`src/rtl/axis_serdes_pkg.sv`:
```
// axis_serdes_pkg: slice order and state types plus sizing helpers for the AXI-Stream width converters
package axis_serdes_pkg;
  typedef enum logic {LSB_FIRST = 1'b0, MSB_FIRST = 1'b1} slice_order_e;
  typedef enum logic {IDLE = 1'b0, SHIFT = 1'b1} ser_state_e;
  function automatic int ratio_f(input int s_w, input int m_w);
    return s_w / m_w;
  endfunction
  function automatic int cnt_w_f(input int ratio);
    return (ratio > 1) ? $clog2(ratio) : 1;
  endfunction
endpackage

```
`src/rtl/axis_slice_sel.sv`:
```
// axis_slice_sel: finds the next kept slice after idx (or the first kept slice when start=1) in emission order
module axis_slice_sel import axis_serdes_pkg::*; #(
  parameter int RATIO = 4,
  parameter int CW = 2
) (
  input  logic [RATIO-1:0] keep,
  input  logic [CW-1:0]    idx,
  input  slice_order_e     order,
  input  logic             start,
  output logic [CW-1:0]    nxt,
  output logic             found
);
  // Scan from the far end toward the emission start so the kept slice closest to idx wins
  always_comb begin
    nxt = '0;
    found = 1'b0;
    for (int i = 0; i < RATIO; i++) begin
      if (order == MSB_FIRST) begin
        if (keep[CW'(i)] && (start || CW'(i) < idx)) begin
          nxt = CW'(i);
          found = 1'b1;
        end
      end else begin
        if (keep[CW'(RATIO - 1 - i)] && (start || CW'(RATIO - 1 - i) > idx)) begin
          nxt = CW'(RATIO - 1 - i);
          found = 1'b1;
        end
      end
    end
  end
endmodule

```
`src/rtl/axis_width_serializer.sv`:
```
// axis_width_serializer: AXI-Stream width-down converter splitting S_W-bit words into M_W-bit slices
// Define AXIS_SER_TKEEP_EN to add s_axis_tkeep and skip slices whose keep bit is clear.
module axis_width_serializer #(
  parameter int S_AXIS_TDATA_WIDTH = 8,
  parameter int M_AXIS_TDATA_WIDTH = 1,
  parameter int MSB_FIRST = 1
) (
  input  logic                                           clk,
  input  logic                                           aresetn,
  input  logic [S_AXIS_TDATA_WIDTH-1:0]                  s_axis_tdata,
  input  logic                                           s_axis_tvalid,
  input  logic                                           s_axis_tlast,
  output logic                                           s_axis_tready,
`ifdef AXIS_SER_TKEEP_EN
  input  logic [S_AXIS_TDATA_WIDTH/M_AXIS_TDATA_WIDTH-1:0] s_axis_tkeep,
`endif
  output logic [M_AXIS_TDATA_WIDTH-1:0]                  m_axis_tdata,
  output logic                                           m_axis_tvalid,
  output logic                                           m_axis_tlast,
  input  logic                                           m_axis_tready
);
  import axis_serdes_pkg::*;
  if (S_AXIS_TDATA_WIDTH % M_AXIS_TDATA_WIDTH != 0) begin : g_bad_width
    $fatal(1, "S_AXIS_TDATA_WIDTH must be an integer multiple of M_AXIS_TDATA_WIDTH");
  end
  localparam int RATIO = ratio_f(S_AXIS_TDATA_WIDTH, M_AXIS_TDATA_WIDTH);
  localparam int CW = cnt_w_f(RATIO);
  localparam logic [CW-1:0] FIRST_IDX = (MSB_FIRST != 0) ? CW'(RATIO - 1) : '0;
  ser_state_e state, state_d;
  logic [S_AXIS_TDATA_WIDTH-1:0] held, load_data;
  logic last_q;
  logic [CW-1:0] idx, load_idx, step_idx;
  logic is_final, take, accept, m_fire;
  assign accept = s_axis_tvalid && s_axis_tready;
  assign m_fire = m_axis_tvalid && m_axis_tready;
`ifdef AXIS_SER_TKEEP_EN
  localparam slice_order_e ORDER = (MSB_FIRST != 0) ? axis_serdes_pkg::MSB_FIRST : LSB_FIRST;
  logic [RATIO-1:0] keep_q;
  logic [CW-1:0] first_idx;
  logic in_any, more;
  axis_slice_sel #(.RATIO(RATIO), .CW(CW)) u_first (
    .keep(s_axis_tkeep), .idx({CW{1'b0}}), .order(ORDER), .start(1'b1), .nxt(first_idx), .found(in_any)
  );
  axis_slice_sel #(.RATIO(RATIO), .CW(CW)) u_next (
    .keep(keep_q), .idx(idx), .order(ORDER), .start(1'b0), .nxt(step_idx), .found(more)
  );
  assign is_final = !more;
  assign take = in_any || s_axis_tlast;
  assign load_data = in_any ? s_axis_tdata : '0;
  assign load_idx = in_any ? first_idx : FIRST_IDX;
  // An all-zero keep with tlast becomes a single zero slice so the packet end is never lost
  always_ff @(posedge clk or negedge aresetn) begin
    if (!aresetn) keep_q <= '0;
    else if (accept && take) keep_q <= in_any ? s_axis_tkeep : RATIO'(1) << FIRST_IDX;
  end
`else
  localparam logic [CW-1:0] LAST_IDX = (MSB_FIRST != 0) ? '0 : CW'(RATIO - 1);
  assign is_final = idx == LAST_IDX;
  assign take = 1'b1;
  assign load_data = s_axis_tdata;
  assign load_idx = FIRST_IDX;
  assign step_idx = (MSB_FIRST != 0) ? idx - 1'b1 : idx + 1'b1;
`endif
  // State register
  always_ff @(posedge clk or negedge aresetn) begin
    if (!aresetn) state <= IDLE;
    else state <= state_d;
  end
  // A new word wins over draining so back-to-back words run without a bubble
  always_comb begin
    state_d = (accept && take) ? SHIFT : (m_fire && is_final) ? IDLE : state;
  end
  // Outputs: current slice, end-of-packet on the final slice only, ready when empty or draining
  always_comb begin
    m_axis_tvalid = state == SHIFT;
    m_axis_tdata = held[idx*M_AXIS_TDATA_WIDTH +: M_AXIS_TDATA_WIDTH];
    m_axis_tlast = m_axis_tvalid && last_q && is_final;
    s_axis_tready = (state == IDLE) || (m_axis_tvalid && is_final && m_axis_tready);
  end
  // Holding register and slice counter; the counter stops at the final slice
  always_ff @(posedge clk or negedge aresetn) begin
    if (!aresetn) begin
      held <= '0;
      last_q <= 1'b0;
      idx <= '0;
    end else if (accept && take) begin
      held <= load_data;
      last_q <= s_axis_tlast;
      idx <= load_idx;
    end else if (m_fire && !is_final) begin
      idx <= step_idx;
    end
  end
endmodule

```
`config.mk`:
```
export PLATFORM = sky130hd
export DESIGN_NAME = axis_width_serializer
export DESIGN_NICKNAME = d
export VERILOG_FILES = /design/src/rtl/axis_serdes_pkg.sv /design/src/rtl/axis_slice_sel.sv /design/src/rtl/axis_width_serializer.sv
export SDC_FILE = /design/constraint.sdc
export NUM_CORES = 1
export LEC_CHECK = 0
export CELL_PAD_IN_SITES_DETAIL_PLACEMENT = 1
export CELL_PAD_IN_SITES_GLOBAL_PLACEMENT = 1
export CORE_MARGIN = 3
export CORE_UTILIZATION = 33
export CTS_CLUSTER_DIAMETER = 120
export DETAILED_ROUTE_END_ITERATION = 10
export PLACE_DENSITY = 0.78
export SKIP_LAST_GASP = 1
export SYNTH_ARGS = -nofsm -noshare
export SYNTH_HDL_FRONTEND = slang
export SYNTH_SLANG_ARGS = --single-unit
```
`constraint.sdc`:
```
create_clock -name clk -period 1.5 [get_ports clk]
set_input_delay 0.225 -clock clk [delete_from_list [all_inputs] [get_ports clk]]
set_output_delay 0.225 -clock clk [all_outputs]
set_load 0.005 [all_outputs]
```
==> key figures, run 1 <==
Critical path
  • Element type at the critical path end: output port
  • R2r endpoint: held[7]
  • Reg2Reg Setup Slack: -0.15 ns
  • Worst Setup EP: m_axis_tdata
  • CP top delay family: multiplexers
  • Crit-path max cell delay: just under 0.5 ns
  • Worst Path Arrival: approximately 1.5 ns
  • Bufs and invs on worst path: 2
  • Crit path kind: register to output port
  • Worst-path cell chain: buf_6 -> mux4_2 -> nand2_1 -> nand2_1 -> buf_2
  • Worst EP required: 1.27 ns
  • Reg2reg start: idx[1]
  • Cells on worst reg2reg path: 8
  • CP max FO: 2
  • CP max stage cell: mux4_2
  • Critical path's most frequent cell: nand2_1
  • Worst setup SP type: register
  • Crit. Startpoint: idx[1]
  • Cell depth of the worst setup path: 5

Clocking
  • Worst-skew pair later-pin latency: 0.27 ns
  • Clk buf depth: 2
  • CTS Buf Count: 3
  • CTS sink count: 13
  • TritonCTS clock tree: built
  • CTS H-tree depth: 1
  • Clock root buffer: clkbuf_4
  • CTS clk-pin slew, worst paths: 0.08 ns

Power
  • Final Total Pwr: between 2000 and 2500 uW
  • Comb power frac: 57.2%
  • Flop pwr share: 32.0%
  • Pleak: 0.000555 uW
  • Int Pwr: 1370 uW
  • Peak VDD IR: 987 uV
  • Cell Pwr Density: 1710 mW/mm2
  • Net switching power: 658 uW
  • Switching Share: 32.4%
  • Clock Power Share: a little over a tenth

Worst hold path
  • Worst min-delay path category: input port to asynchronous set/reset pin

Route
  • Drt wl/cell: 17.5 um
  • Antenna viol nets, final: 0
  • Initial DRT Pass Iterations: 4
  • DR iter-0 viols: 5
  • Vias per cell: approximately 4.9
  • DRT Wirelength: 2090 um
  • DRC: 0
  • Vias after detailed routing: about 600

STA
  • F_max: 0.584 GHz
  • Setup Total Neg Slack: -1.95 ns
  • Final worst slack: -0.212 ns
  • Final setup fails: 13
  • Slew Viols, Final: 0
  • Min Tclk post-route: 1.71 ns
  • Tcrit/Tclk final: 114%
  • RSZ-0062 raised after global routing: true
  • Clock Skews: approximately 0.0011 ns
  • Hold_ws: 0.279 ns
  • Slew @ Worst Pin: 0.291 ns
  • Rel. slew slack: around four fifths
  • Final hold violation count: 0

Die
  • Die Ht: 51.0 um
  • Initial Utilization: roughly 37%
  • I/O pin cnt: 17
  • Die Wd: 51.0 um
  • Core area: between 0.0015 and 0.002 mm2
  • FP Rows: 15
  • Die Area: 0.00261 mm2

Placement
  • Post-place setup slack: -0.289 ns
  • Post-detail-place hpwl: 1240 um
  • Routability Congestion: 0.795
  • PortBufs: 16

Run status
  • Status: finished, violations left
  • Violations in the final reports: negative setup slack

Yosys
  • Cells after synthesis: 52
  • Syn nets: 67
  • Mapped Area: 669 um2
  • Synth warn: 0
  • Avg Inst Size Synth: 12.9 um2
  • Netlist cell types: 21
  • Yosys reg bits: 13
  • Seq/Total Area, Yosys: 48.6%

Cells and area
  • # diodes: 0
  • Filler cells: 197
  • Final Net Count: 110
  • Finished Core Util: between 60% and 70%
  • Synthesis-to-finish area growth: 77.6%
  • Layout cells sized above 1: 58.5%

Flow run
  • Max-cap viol count: 0

Global routing
  • Largest net degree at the start of global routing: 14
  • Vias in the first global route: approximately 680
  • Initial antenna violation count: 0
  • First-pass GRT wire length: ~3300 um
  • Global route total overflow: 0
  • Global-route usage over all layers: 17.6%
==> flip-flops by register name, summed over array words and instances (netlist names) <==
| name | cells |
|---|---|
| idx | 3 |
| m_axis_tvalid | 1 |
| last_q | 1 |
| held | 8 |
==> cells in the mapped netlist <==
| cell | instances | share of area (%) |
|---|---|---|
| dfrtp_1 | 13 | 49 |
| mux2_2 | 9 | 15 |
| nand2_1 | 7 | 3.9 |
| inv_1 | 3 | 1.7 |
| ha_1 | 2 | 3.7 |
| mux4_1 | 2 | 7.9 |
| o21ai_0 | 2 | 1.5 |
| a21oi_1 | 1 | 0.75 |
| a21oi_4 | 1 | 2.4 |
| a22oi_1 | 1 | 1.1 |
| a2bb2oi_1 | 1 | 1.3 |
| and3_1 | 1 | 0.94 |
| buf_2 | 1 | 0.75 |
| mux2i_1 | 1 | 1.5 |
| nand2b_1 | 1 | 0.94 |
| nand3b_4 | 1 | 3.0 |
| nor2_1 | 1 | 0.56 |
| nor2b_1 | 1 | 0.94 |
| nor3_1 | 1 | 0.75 |
| o22a_1 | 1 | 1.3 |
| or3b_1 | 1 | 1.3 |
==> cells in the final DEF, fill, tap and decap left out, drive strengths merged, types with 2 or more instances in the layout <==
master          n
a21oi           2
buf            26
clkbuf          4
clkdlybuf4s50  13
dfrtp          13
ha              2
inv             3
mux2            9
mux4            2
nand2           7
o21ai           2
==> power by group through the flow <==
| stage | logic, uW | registers, uW | clock network, uW |
|---|---|---|---|
| 6_report | 1160 | 650 | 219 |
| 5_1_grt | 1260 | 676 | 245 |
| 4_1_cts | 1020 | 650 | 223 |
| 3_5_place_dp | 729 | 643 | 0 |
| 3_3_place_gp | 687 | 626 | 0 |
| 2_1_floorplan | 432 | 590 | 0 |
==> area by class of cell <==
cell class / instances / area [um2] / share of cell area, %
multi-input cells: 35 / 429 / 36.1
clock buffers: 4 / 26.3 / 2.21
well taps: 25 / 31.3 / 2.63
repair buffers: 39 / 360 / 30.3
flip-flops and latches: 13 / 328 / 27.6
inverters: 3 / 13.8 / 1.16
==> worst min path at each step <==
stage,end,slack (ns),cells after the start
2_1_floorplan,held[0],-0.07,0
3_3_place_gp,held[2],0.49,1
3_5_place_dp,held[0],0.50,1
4_1_cts,last_q,0.27,2
5_1_grt,idx[0],0.28,2
6_report,idx[0],0.28,2
==> kinds of logic (layout without fill, tap and decap cells) <==
logic type | after synthesis | count (layout) | share of synthesized area, %
AND/OR/NAND/NOR | 14 | 14 | 12.3
flip-flops | 13 | 13 | 48.6
multiplexers | 12 | 12 | 24.5
AO/OA/AOI/OAI | 7 | 7 | 8.41
buffers and inverters | 4 | 46 | 2.43
adder cells (fa/ha/maj) | 2 | 2 | 3.74
==> per-layer routing <==
metal | part of all wire [%] | vias up | GRT usage, %
li1 | - | 269 | -
met1 | 39 | 294 | 19.4
met2 | 55 | 17 | 33.5
met3 | 3.4 | 4 | 3.21
met4 | 1.6 | 0 | 5.83
met5 | 0 | - | 0
==> repair_timing <==
item	4_1_cts	5_1_grt
cloned	1	0
pin swaps	6	5
gates resized for setup	40	14
endpoints found under the setup margin	15	17
buffers inserted	9	7
hold buffers	0	0
==> through the flow <==
stage / cells / instance area [um2]
after detailed placement: 103 / 941
after floorplan: 52 / 672
after global placement: 103 / 941
after CTS: 117 / 1140
after global routing: 119 / 1190
final: 119 / 1190
==> worst register-to-register path: cells and delay by family (launching register included) <==
family / cells / cell delay (ns)
AO/OA/AOI/OAI: 1 / 0.16
AND/OR/NAND/NOR: 1 / 0.09
multiplexers: 1 / 0.30
adder cells (fa/ha/maj): 1 / 0.13
buffers and inverters: 4 / 0.45
flip-flops: 1 / 0.43
No activity file was read; power rests on OpenSTA's default activity.
==> inputs of run 2 (changes only) <==
Settings changed: ABC_AREA set to 0, CORE_UTILIZATION 33 to 36, PLACE_DENSITY 0.78 to 0.81.
Clock period 1.5 ns to 1.6 ns, I/O delays scaled along.
==> run 2 against run 1 <==
  * Total power shrank 22%
  * Global-route usage shrank 1.3 points
  * Clock skew grew 0.0045 ns
  * First-iteration DRC count is the same
  * Cell count shrank 6.7%
  * Utilization shrank 1.2 points
  * Clock power shrank 8%
  * Sequential cell count is the same
  * Non-clock buffer count shrank 8
  * Worst setup slack gained 0.052 ns
  * The flow still finishes with violations (negative setup slack)
  * Largest power group unchanged
  * Combinational power shrank 32%
  * Register-to-register slack gained 0.09 ns
==> key figures, run 2 (same netlist as run 1, synthesis figures left out) <==
Critical path
  • Element type at the critical path end: output port
  • Worst Path Arrival: roughly 1.5 ns
  • Reg2Reg Setup Slack: -0.06 ns
  • CP top delay family: buffers and inverters
  • Worst-path cell chain: inv_1 -> ha_2 -> buf_4 -> nand3b_4 -> nand2_2 -> clkdlybuf4s15_1
  • Bufs and invs on worst path: 3
  • Cell depth of the worst setup path: 6
  • CP max stage cell: dfrtp_1
  • Crit-path max cell delay: 0.41 ns
  • Worst Setup EP: s_axis_tready
  • Worst setup SP type: register
  • Worst EP required: 1.36 ns
  • R2r endpoint: last_q
  • Crit. Startpoint: idx[1]
  • CP max FO: 3
  • Reg2reg start: idx[1]
  • Crit path kind: register to output port
  • Cells on worst reg2reg path: 6

Power
  • Clock Power Share: 12.7%
  • Peak VDD IR: 815 uV
  • Cell Pwr Density: 1520 mW/mm2
  • Pleak: 0.000500 uW
  • Switching Share: between 30% and 40%
  • Net switching power: 506 uW
  • Flop pwr share: around 38%
  • Comb power frac: roughly half
  • Int Pwr: between 1000 and 1500 uW

Global routing
  • Global-route usage over all layers: 16.3%
  • Global route total overflow: 0
  • First-pass GRT wire length: 2880 um
  • Initial antenna violation count: 0
  • Vias in the first global route: between 500 and 600
  • Largest net degree at the start of global routing: 14

Route
  • Vias per cell: 5.11
  • Max layer used: met4
  • Drt wl/cell: 16.9 um
  • Initial DRT Pass Iterations: 4
  • DRT Wirelength: 1870 um
  • DR iter-0 viols: 5
  • WL met3: 97 um
  • DRC: 0
  • Met1 wire length: approximately 740 um
  • Met2 layer wire length in the routed design: 956 um
  • Antenna viol nets, final: 0
  • Vias after detailed routing: between 500 and 600

Placement
  • PortBufs: 16
  • Post-detail-place hpwl: approximately 1100 um
  • Routability Congestion: 0.726
  • Placed Area: 930 um2

Clocking
  • Worst-skew pair later-pin latency: 0.27 ns
  • Clk buf depth: 2
  • CTS H-tree depth: 1
  • TritonCTS clock tree: built
  • CTS clk-pin slew, worst paths: 0.08 ns
  • Clock root buffer: clkbuf_4
  • CTS sink count: 13
  • CTS Buf Count: 3

STA
  • Min Tclk post-route: 1.76 ns
  • Slew @ Worst Pin: 0.294 ns
  • Slew Viols, Final: 0
  • Clock Skews: 0.00564 ns
  • RSZ-0062 raised after global routing: true
  • Final setup fails: 12
  • Final worst slack: -0.160 ns
  • Hold_ws: 0.275 ns
  • Final hold violation count: 0
  • Rel. slew slack: 80.2%
  • Tcrit/Tclk final: 110%
  • F_max: between 0.5 and 0.6 GHz

Cells and area
  • Filler cells: 171
  • Final Net Count: around 100
  • Most frequent cells in the layout: 13 x clkdlybuf4s50_1, 13 x buf_4, 12 x dfrtp_1, 6 x nand2_1, 5 x mux2_4
  • Max FFs per register: 8
  • Largest registers: held (8), idx (3)
  • Synthesis-to-finish area growth: 56.1%
  • Post-layout instance area: between 0.001 and 0.0015 mm2
  • # diodes: 0
  • Layout cells sized above 1: 43.7%
  • Biggest register: held

Flow run
  • Max-cap viol count: 0

Die
  • FP Rows: 14
  • Die Ht: 49.1 um
  • Core area: 0.00163 mm2
  • Initial Utilization: 41.1%
  • I/O pin cnt: 17
  • Die Wd: 49.1 um
  • Die Area: between 0.002 and 0.0025 mm2

Run status
  • Violations in the final reports: negative setup slack
  • Status: finished, violations left

Worst hold path
  • Worst min-delay path category: input port to asynchronous set/reset pin
## run 2: cell types whose count changed in the layout (fill, tap and decap cells not counted), sizes merged
cell / previous run / this run
buf: 26 / 16
a21oi: 2 / 3
clkdlybuf4s15: 0 / 1
dlygate4sd2: 0 / 1
## run 2: stage by stage
step | setup TNS [ns] | util, % | worst slack, ns | cells | power [uW]
final | -0.820 | 64.1 | -0.160 | 111 | 1590
after global routing | -1.72 | 64.1 | -0.246 | 111 | 1720
after CTS | -0.479 | 61.5 | -0.133 | 107 | 1560
after detailed placement | -1.59 | 57.1 | -0.168 | 101 | 1260
after global placement | -1.45 | 57.1 | -0.138 | 101 | 1220
after floorplan | 0 | - | 0.0624 | 52 | 953
## run 2: timing repair
action | in CTS | in global routing
pin swaps | 3 | 1
endpoints found under the setup margin | 13 | 14
hold buffers | 0 | 0
cloned | 1 | 0
gates resized for setup | 22 | 1
buffers inserted | 1 | 4
## run 2: layout make-up
type / instances / area, um2 / share of cell area [%]
clock buffers: 4 / 26.3 / 2.51
inverters: 3 / 11.3 / 1.08
multi-input cells: 36 / 368 / 35.2
flip-flops and latches: 13 / 327 / 31.3
well taps: 24 / 30.0 / 2.87
repair buffers: 31 / 283 / 27.1
## run 2: worst min path at each step
stage            start       endpoint  slack, ns  cells past startpoint
2_1_floorplan  aresetn        held[0]      -0.06                      0
3_3_place_gp   held[3]        held[3]       0.48                      1
3_5_place_dp   held[7]        held[7]       0.49                      1
4_1_cts        aresetn  m_axis_tvalid       0.27                      2
5_1_grt        aresetn        held[4]       0.29                      2
6_report       aresetn        held[4]       0.28                      2
## run 2: power by group through the flow
stage | logic (uW) | registers (uW) | clock network, uW
after global routing | 871 | 617 | 234
after floorplan | 400 | 553 | 0
after global placement | 635 | 586 | 0
after detailed placement | 664 | 591 | 0
after CTS | 749 | 600 | 214
final | 794 | 597 | 202
## run 2: metal layers
layer	up-vias	track usage (%)
met5	-	0
met4	0	10.4
met3	10	4.89
met2	23	27.5
met1	276	17.6
li1	258	-
